===== src/rtl/tone_sequencer.sv =====
// rtl/tone_sequencer.sv - FIFO-fed note scheduler driving the sound generator period
//
// Purpose: the CPU pushes (period, duration) notes into a DEPTH-entry FIFO;
// the block plays them back-to-back on `period` (0 = silence).
// Optional feature: define SEQ_GAP_EN to insert GAP_MS of silence after
// every played note (including the last).
//
// Ports:
//   clk          clock (clk12 domain)
//   reset        asynchronous active-low reset
//   note_wr      push strobe, one note per high cycle
//   note_period  tone period of the pushed note (0 = rest)
//   note_dur_ms  length of the pushed note in ms
//   stop         synchronous flush of FIFO, state and overflow flag
//   period       registered period to the sound generator
//   busy         high while a note or a gap is being timed
//   full         FIFO holds DEPTH entries
//   level        FIFO occupancy
//   overflow     sticky, set when a push is dropped because the FIFO is full
module tone_sequencer #(
  parameter int DEPTH        = 8,
  parameter int TICKS_PER_MS = 12500,
  parameter int GAP_MS       = 10
) (
  input  logic                   clk,
  input  logic                   reset,
  input  logic                   note_wr,
  input  logic [31:0]            note_period,
  input  logic [15:0]            note_dur_ms,
  input  logic                   stop,
  output logic [31:0]            period,
  output logic                   busy,
  output logic                   full,
  output logic [$clog2(DEPTH):0] level,
  output logic                   overflow
);

  localparam int AW = $clog2(DEPTH);
  localparam int LW = AW + 1;
  localparam int PW = (TICKS_PER_MS > 1) ? $clog2(TICKS_PER_MS) : 1;
  localparam logic [PW-1:0] PRESC_MAX = PW'(TICKS_PER_MS - 1);

  if (DEPTH < 2 || (DEPTH & (DEPTH - 1)) != 0 || TICKS_PER_MS < 1 || GAP_MS < 1) begin : g_param_check
    $error("tone_sequencer: invalid parameter set");
  end

`ifdef SEQ_GAP_EN
  typedef enum logic [1:0] {S_IDLE, S_PLAY, S_GAP} state_e;
`else
  typedef enum logic {S_IDLE, S_PLAY} state_e;
`endif

  state_e          state_q, state_d;
  logic [31:0]     period_q, period_d;
  logic [PW-1:0]   presc_q, presc_d;
  logic [15:0]     ms_left_q, ms_left_d;
  logic            overflow_q, overflow_d;
  logic [AW-1:0]   wr_ptr_q, wr_ptr_d, rd_ptr_q, rd_ptr_d;
  logic [LW-1:0]   count_q, count_d;
  logic [47:0]     mem_q [DEPTH];

  logic            full_q;
  logic            push, pop, try_pop;
  logic [31:0]     head_period;
  logic [15:0]     head_dur;

  assign full_q      = (count_q == LW'(DEPTH));
  assign head_period = mem_q[rd_ptr_q][31:0];
  assign head_dur    = mem_q[rd_ptr_q][47:32];

  always_comb begin
    state_d    = state_q;
    period_d   = period_q;
    presc_d    = presc_q;
    ms_left_d  = ms_left_q;
    overflow_d = overflow_q;
    wr_ptr_d   = wr_ptr_q;
    rd_ptr_d   = rd_ptr_q;
    count_d    = count_q;
    try_pop    = 1'b0;
    pop        = 1'b0;
    push       = 1'b0;

    case (state_q)
      S_IDLE: begin
        period_d = '0;
        try_pop  = 1'b1;
      end
      S_PLAY: begin
        if (presc_q == PRESC_MAX) begin
          presc_d = '0;
          // Test for the last ms before decrementing so ms_left never wraps.
          if (ms_left_q > 16'd1) begin
            ms_left_d = ms_left_q - 16'd1;
          end else begin
            period_d = '0;
`ifdef SEQ_GAP_EN
            state_d   = S_GAP;
            ms_left_d = 16'(GAP_MS);
`else
            // Next note (if any) is popped at this same edge: no silent cycle.
            state_d   = S_IDLE;
            ms_left_d = '0;
            try_pop   = 1'b1;
`endif
          end
        end else begin
          presc_d = presc_q + 1'b1;
        end
      end
`ifdef SEQ_GAP_EN
      S_GAP: begin
        if (presc_q == PRESC_MAX) begin
          presc_d = '0;
          if (ms_left_q > 16'd1) begin
            ms_left_d = ms_left_q - 16'd1;
          end else begin
            state_d   = S_IDLE;
            ms_left_d = '0;
            try_pop   = 1'b1;
          end
        end else begin
          presc_d = presc_q + 1'b1;
        end
      end
`endif
      default: begin
        state_d  = S_IDLE;
        period_d = '0;
      end
    endcase

    if (try_pop && count_q != '0) begin
      pop       = 1'b1;
      presc_d   = '0;
      ms_left_d = head_dur;
      if (head_dur != 16'd0) begin
        state_d  = S_PLAY;
        period_d = head_period;
      end else begin
        // Zero-length notes are discarded without ever reaching `period`.
        state_d  = S_IDLE;
        period_d = '0;
      end
    end

    // Full is the registered flag, so a same-cycle pop cannot rescue a push.
    if (note_wr) begin
      if (full_q) overflow_d = 1'b1;
      else        push       = 1'b1;
    end

    if (push) wr_ptr_d = wr_ptr_q + 1'b1;
    if (pop)  rd_ptr_d = rd_ptr_q + 1'b1;
    if (push && !pop)      count_d = count_q + 1'b1;
    else if (pop && !push) count_d = count_q - 1'b1;

    if (stop) begin
      push       = 1'b0;
      state_d    = S_IDLE;
      period_d   = '0;
      presc_d    = '0;
      ms_left_d  = '0;
      overflow_d = 1'b0;
      wr_ptr_d   = '0;
      rd_ptr_d   = '0;
      count_d    = '0;
    end
  end

  always_ff @(posedge clk or negedge reset) begin
    if (!reset) begin
      state_q    <= S_IDLE;
      period_q   <= '0;
      presc_q    <= '0;
      ms_left_q  <= '0;
      overflow_q <= 1'b0;
      wr_ptr_q   <= '0;
      rd_ptr_q   <= '0;
      count_q    <= '0;
    end else begin
      state_q    <= state_d;
      period_q   <= period_d;
      presc_q    <= presc_d;
      ms_left_q  <= ms_left_d;
      overflow_q <= overflow_d;
      wr_ptr_q   <= wr_ptr_d;
      rd_ptr_q   <= rd_ptr_d;
      count_q    <= count_d;
    end
  end

  // Storage needs no reset: entries are only read once counted in.
  always_ff @(posedge clk) begin
    if (push) mem_q[wr_ptr_q] <= {note_dur_ms, note_period};
  end

  assign period   = period_q;
  assign busy     = (state_q != S_IDLE);
  assign full     = full_q;
  assign level    = count_q;
  assign overflow = overflow_q;

endmodule


===== config.mk =====
export PLATFORM = sky130hd
export DESIGN_NAME = tone_sequencer
export DESIGN_NICKNAME = d
export VERILOG_FILES = /design/src/rtl/tone_sequencer.sv
export SDC_FILE = /design/constraint.sdc
export NUM_CORES = 1
export LEC_CHECK = 0
export ABC_AREA = 0
export BUFFER_PORTS_ARGS = -buffer_cell sky130_fd_sc_hd__buf_2
export CORE_UTILIZATION = 35
export CTS_BUF_LIST = sky130_fd_sc_hd__clkbuf_4
export DETAILED_ROUTE_END_ITERATION = 10
export GPL_ROUTABILITY_DRIVEN = 0
export PLACE_DENSITY_LB_ADDON = 0.25
export REMOVE_ABC_BUFFERS = 1
export SETUP_SLACK_MARGIN = 0.4
export SYNTH_ARGS = -nofsm -noshare
export SYNTH_HDL_FRONTEND = slang
export SYNTH_SLANG_ARGS = --single-unit

===== constraint.sdc =====
create_clock -name clk -period 7.9 [get_ports clk]
set_clock_uncertainty 0.05 [all_clocks]
set_input_delay 1.58 -clock clk [delete_from_list [all_inputs] [get_ports clk]]
set_output_delay 1.58 -clock clk [all_outputs]
set_load 0.03 [all_outputs]

==> results of run 1 <==
## metal layers
metal  global-route usage (%)  part of all wire (%)
met1                     20.9                    44
met2                     25.0                    48
met3                     4.30                   5.5
met4                     5.92                   2.1
met5                        0                  0.16
## per-stage QoR
step           total power [mW]  setup WS [ns]
6_report                   6.68           3.97
5_1_grt                    7.06           3.62
4_1_cts                    6.79           3.93
3_5_place_dp               4.64           3.78
3_3_place_gp               4.63           3.76
2_1_floorplan              4.18          0.554
## sequential cells by signal (all words and copies together), names as in the netlist
signal and cells:
period 32, overflow 1, mem_q 384, ms_left_q 16
wr_ptr_q 3, busy 1, presc_q 14, level 4
rd_ptr_q 3
## kinds of logic (layout without fill, tap and decap cells)
logic type	Yosys count	in the layout	synth area share [%]
AND/OR/NAND/NOR	222	222	6.35
XOR/XNOR	19	19	0.889
AO/OA/AOI/OAI	118	118	4.54
other	0	2	0
flip-flops	458	458	71.5
multiplexers	145	145	14.3
adder cells (fa/ha/maj)	8	8	0.575
buffers and inverters	69	341	1.84
## worst max-delay path, stage by stage (launching register included)
cell and delay [ns]:
dfrtp_1 0.40, or4_1 0.71, nor4b_2 0.45, a31oi_4 0.12, buf_4 0.34, o21ai_1 0.47, ha_1 0.32, a21o_1 0.18
a21o_1 0.18, nor4_1 0.23, o21ai_0 0.13, nor3b_2 0.16
## synth_stat cells (all sizes together) (4+ instances only)
cell / n
a211oi: 5
a21oi: 24
a22o: 32
and3: 6
buf: 34
clkbuf: 27
dfrtp: 74
edfxtp: 384
ha: 7
inv: 7
mux2: 15
mux2i: 34
mux4: 96
nand2: 21
nand2b: 10
nand3: 11
nor2: 50
nor3: 71
nor4: 14
nor4b: 6
o21ai: 22
o31ai: 4
or3: 7
or4: 9
xnor2: 11
xor2: 8
## layout make-up
| type | instances | area share [%] |
|---|---|---|
| Multi-Input combinational cell | 512 | 23.5 |
| Antenna cell | 2 | 0.0232 |
| Sequential cell | 458 | 62.1 |
| Timing Repair Buffer | 107 | 2.69 |
| Clock inverter | 31 | 0.708 |
| Clock buffer | 196 | 6.82 |
| Tap cell | 688 | 3.99 |
| Inverter | 7 | 0.122 |
## power breakdown
group	switching [mW]	leakage (nW)	total, mW	internal, mW
clock	0.984	0.972	2.11	1.12
sequential	0.200	4.46	3.00	2.80
combinational	0.918	1.88	1.58	0.660
total	2.10	7.31	6.68	4.58
## final timing paths
kind	startpoint	end	slack [ns]	cells past startpoint
max reg2reg	ms_left_q[6]	level[3]	3.97	11
max in group asynchronous	reset	rd_ptr_q[1]	6.07	2
min	overflow	overflow	0.45	2
min reg2reg	overflow	overflow	0.45	2
min in group asynchronous	reset	presc_q[11]	0.64	1
max	ms_left_q[6]	level[3]	3.97	11
## layout by cell type, fill, tap and decap left out, drive strengths merged, types with 10 or more instances in the layout
cell type,n
nand3,11
nor2,50
buf,107
a21oi,24
dfrtp,74
mux4,96
mux2,15
nand2,21
clkbuf,196
a22o,32
nor4,14
edfxtp,384
xnor2,11
nor3,71
mux2i,34
o21ai,22
nand2b,10
clkinv,28
==> impl_results.md, run 1 <==
* Core Util, Final at 41.0%
* CTS clk-pin slew, worst paths at 0.07 ns
* Period utilization at 49.8%
* Share of cells above drive strength 1 at 34.6%
* Slew HR at 29.5%
* Initial antenna violation count at 7
* Sequential share of the synthesized area at 71.5%
* PwrDens at 310 mW/mm^2
* Startpoint Class: flop
* Vias/cell at 5.16
* Initial drt markers at 722
* Synth unique cells at 68
* Number of global-route vias before repair at 10900
* Async SR Flop Fraction at 16.2%
* Fin nets at 1267
* Placed cells at 1772
* Total grt overflow at 0
* Static leakage at 7.31 nW
* Final hold violation count at 0
* Mapped cell area at 0.0187 mm^2
* DR DRC count at 0
* Fin cells at 2001
* Largest net degree at the start of global routing at 65
* Gr usage total at 15.9%
* IR drop worst, VDD at 0.139 mV
* Syn Inst Count at 1039
* Flops & latches, synth at 458
* Number of port buffers at 90
* Post-CTS Setup Repair Bufs at 0
* Routed len/inst at 20.9 um
* Clock latency on the worst-skew pair at 0.87 ns
* Max-Cap Viols at 0
* Crit Path Class: flop to flop
* Min Hold Slack at 0.448 ns
* Worst-path fanout max at 39
* Final slew viol count at 0
* FILL cells at 4784
* Setup TNS Final at 0 ns
* FF+latch area at 0.0134 mm^2
* Hold buffer count at cts at 0
* Dpl cell area at 0.0199 mm^2
* Die area at 0.0544 mm^2
* Post-synth EDFFs at 384
* CP arrival at 4.55 ns
* Die Y at 233 um
* Clk root buf: clkbuf_4
* Top_reg_cell synth: edfxtp_1
* I/O pins at 91
* TritonCTS Buffers at 121
* Via count at 10300
* Clock tree from TritonCTS: done
* ANT nets after route at 0
* Multi-input gate area at 0.00508 mm^2
* RSZ-0062 raised after global routing: false
* Slew @ Worst Pin at 1.05 ns
* CTS Buffer Depth at 3
* Outcome: finished clean
* Synth area leader: edfxtp_1
* HP Class: flop to flop
* Final setup fails at 0
* Crit. End Element: flop
* Final min period at 3.93 ns
* CTS Sinks at 458
* Post-DP HPWL at 22400 um
* DRT Wirelength at 41800 um
* CP required at 8.52 ns
* CORE AREA at 0.0527 mm^2
* Finished Cell Area at 0.0216 mm^2
* Die width at 233 um
* Cell Rows at 84
* Warnings, synthesis at 0
* DRT Pass-1 Iters at 5
* First-pass GRT wire length at 64400 um
* CTS H-tree lvls at 3
* Initial Util at 35.5%
* Yosys top cell area share at 61.6%
* Fmax at 254 MHz
* Post-CTS sizing at 0
* Area grow syn2layout at 15.3%
* Largest cells by area after synthesis: edfxtp_1 (62%), mux4_2 (12%), dfrtp_1 (9.9%)
* Syn_area_per_cell at 18.0 um^2
Note: power is estimated with default switching activity, not from simulation.
==> run 2, diff against run 1 <==
- clock period: 7.9 -> 4 ns (I/O delays scaled with it)
==> impl_results.md, run 2 (synthesis results as in run 1) <==
* Outcome: finished clean
* First-pass GRT wire length at 66300 um
* Max reg flops at 384
* CORE AREA at 0.0527 mm^2
* Fin nets at 1279
* Number of global-route vias before repair at 11000
* HP Class: input port to flop
* TritonCTS Buffers at 117
* Most common cell after layout, fill and taps aside: edfxtp_1
* DRT Wirelength at 43400 um
* Post-CTS Setup Repair Bufs at 0
* Largest net degree at the start of global routing at 73
* Critical path's slowest cell: dfrtp_4
* Area grow syn2layout at 16.5%
* Die area at 0.0544 mm^2
* Vias/cell at 5.17
* Startpoint Class: flop
* Initial antenna violation count at 8
* Initial drt markers at 768
* Fin cells at 2013
* Total grt overflow at 0
* CP Launch Point: rd_ptr_q[1]
* Cell Chain, Critical Path: mux4_2, mux2_2, nor4b_2, o2111ai_4, buf_4, a22o_1
* Slew @ Worst Pin at 1.18 ns
* Die Y at 233 um
* Clock tree from TritonCTS: done
* CP required at 4.64 ns
* Most flops, register: mem_q
* DR DRC count at 0
* PwrDens at 602 mW/mm^2
* I/O pins at 91
* Final hold violation count at 0
* Die width at 233 um
* CP arrival at 3.95 ns
* Initial Util at 35.5%
* Post-DP HPWL at 23800 um
* Routed len/inst at 21.5 um
* RSZ-0062 raised after global routing: false
* Critical Path Max Stage Delay at 0.86 ns
* CTS Sinks at 458
* Clk root buf: clkbuf_4
* Period utilization at 82.8%
* FILL cells at 4738
* Final slew viol count at 0
* Final min period at 3.31 ns
* Worst R2R Start: rd_ptr_q[1]
* ANT nets after route at 0
* Setup TNS Final at 0 ns
* Max-Cap Viols at 0
* Gr usage total at 16.5%
* Static leakage at 7.39 nW
* IR drop worst, VDD at 0.297 mV
* Crit. End Element: flop
* Worst-path fanout max at 36
* Cell Rows at 84
* Final setup fails at 0
* CTS Buffer Depth at 3
* Slew HR at 20.8%
* CTS H-tree lvls at 3
* DRT Pass-1 Iters at 5
* Most frequent cells in the layout: edfxtp_1 (384), clkbuf_4 (185), mux4_2 (96)
* Clock latency on the worst-skew pair at 0.85 ns
* Placed cells at 1787
* Hold path start: note_period[26]
* Crit Path Class: flop to flop
* Number of port buffers at 90
* Via count at 10400
* Fmax at 302 MHz
* CTS clk-pin slew, worst paths at 0.07 ns
* Share of cells above drive strength 1 at 34.7%
run 2: layout make-up:
class	instances	area [um^2]	share of cell area, %
sequential	458	13400	61.4
multi-input combinational	512	5090	23.3
clock inverter	37	166	0.763
tap	688	861	3.95
clock buffer	185	1390	6.37
inverter	7	26.3	0.121
antenna	3	7.51	0.0344
timing repair buffer	123	866	3.97
run 2: worst max-delay path, delay by kind of cell, from the launching register on:
kind | cells | cell delay [ns]
AOI/OAI and AO/OA | 2 | 0.50
and+or+nand+nor | 1 | 0.46
DFF | 1 | 0.86
muxes | 2 | 0.90
buffers and inverters | 1 | 0.34
run 2: through the flow:
step                util [%]  area (um^2)  total power [mW]  hold WS, ns  setup WS (ns)
floorplan                  -        18400              8.26        0.447          -2.65
global placement        38.4        20200              9.22        0.433          0.520
detailed placement      38.4        20200              9.24        0.436          0.480
CTS                     41.4        21800              13.3       0.0691          0.458
global route            41.4        21800              13.9        0.102          0.427
finish                  41.4        21800              13.1        0.178          0.689
run 2: per-layer routing:
metal,GRT usage (%),wire (um),vias up
li1,-,-,4681
met1,21.6,19100,5382
met2,26.4,21200,275
met3,3.86,2260,63
met4,6.43,772,10
met5,0,59,-
run 2: what timing repair did:
item / CTS / global route
hold endpoints to repair: 29 / 0
setup endpoints to repair: 0 / 1
resized for setup: 0 / 2
hold buffers: 1 / 0
run 2: path summary, 6_finish.rpt:
path,slack [ns],cells past startpoint,to
worst max-delay path,0.69,6,period[30]
worst min-delay path,0.18,1,mem_q[2][26]
worst max register to register,0.69,6,period[30]
worst min register to register,0.45,1,period[6]
max in group asynchronous,2.71,3,period[23]
min in group asynchronous,0.41,2,presc_q[13]
run 2: power by group:
part | switching [mW] | leakage (nW) | internal, mW | total, mW
Combinational | 1.87 | 2.00 | 1.35 | 3.23
Sequential | 0.371 | 4.46 | 5.52 | 5.89
Clock | 1.90 | 0.928 | 2.11 | 4.01
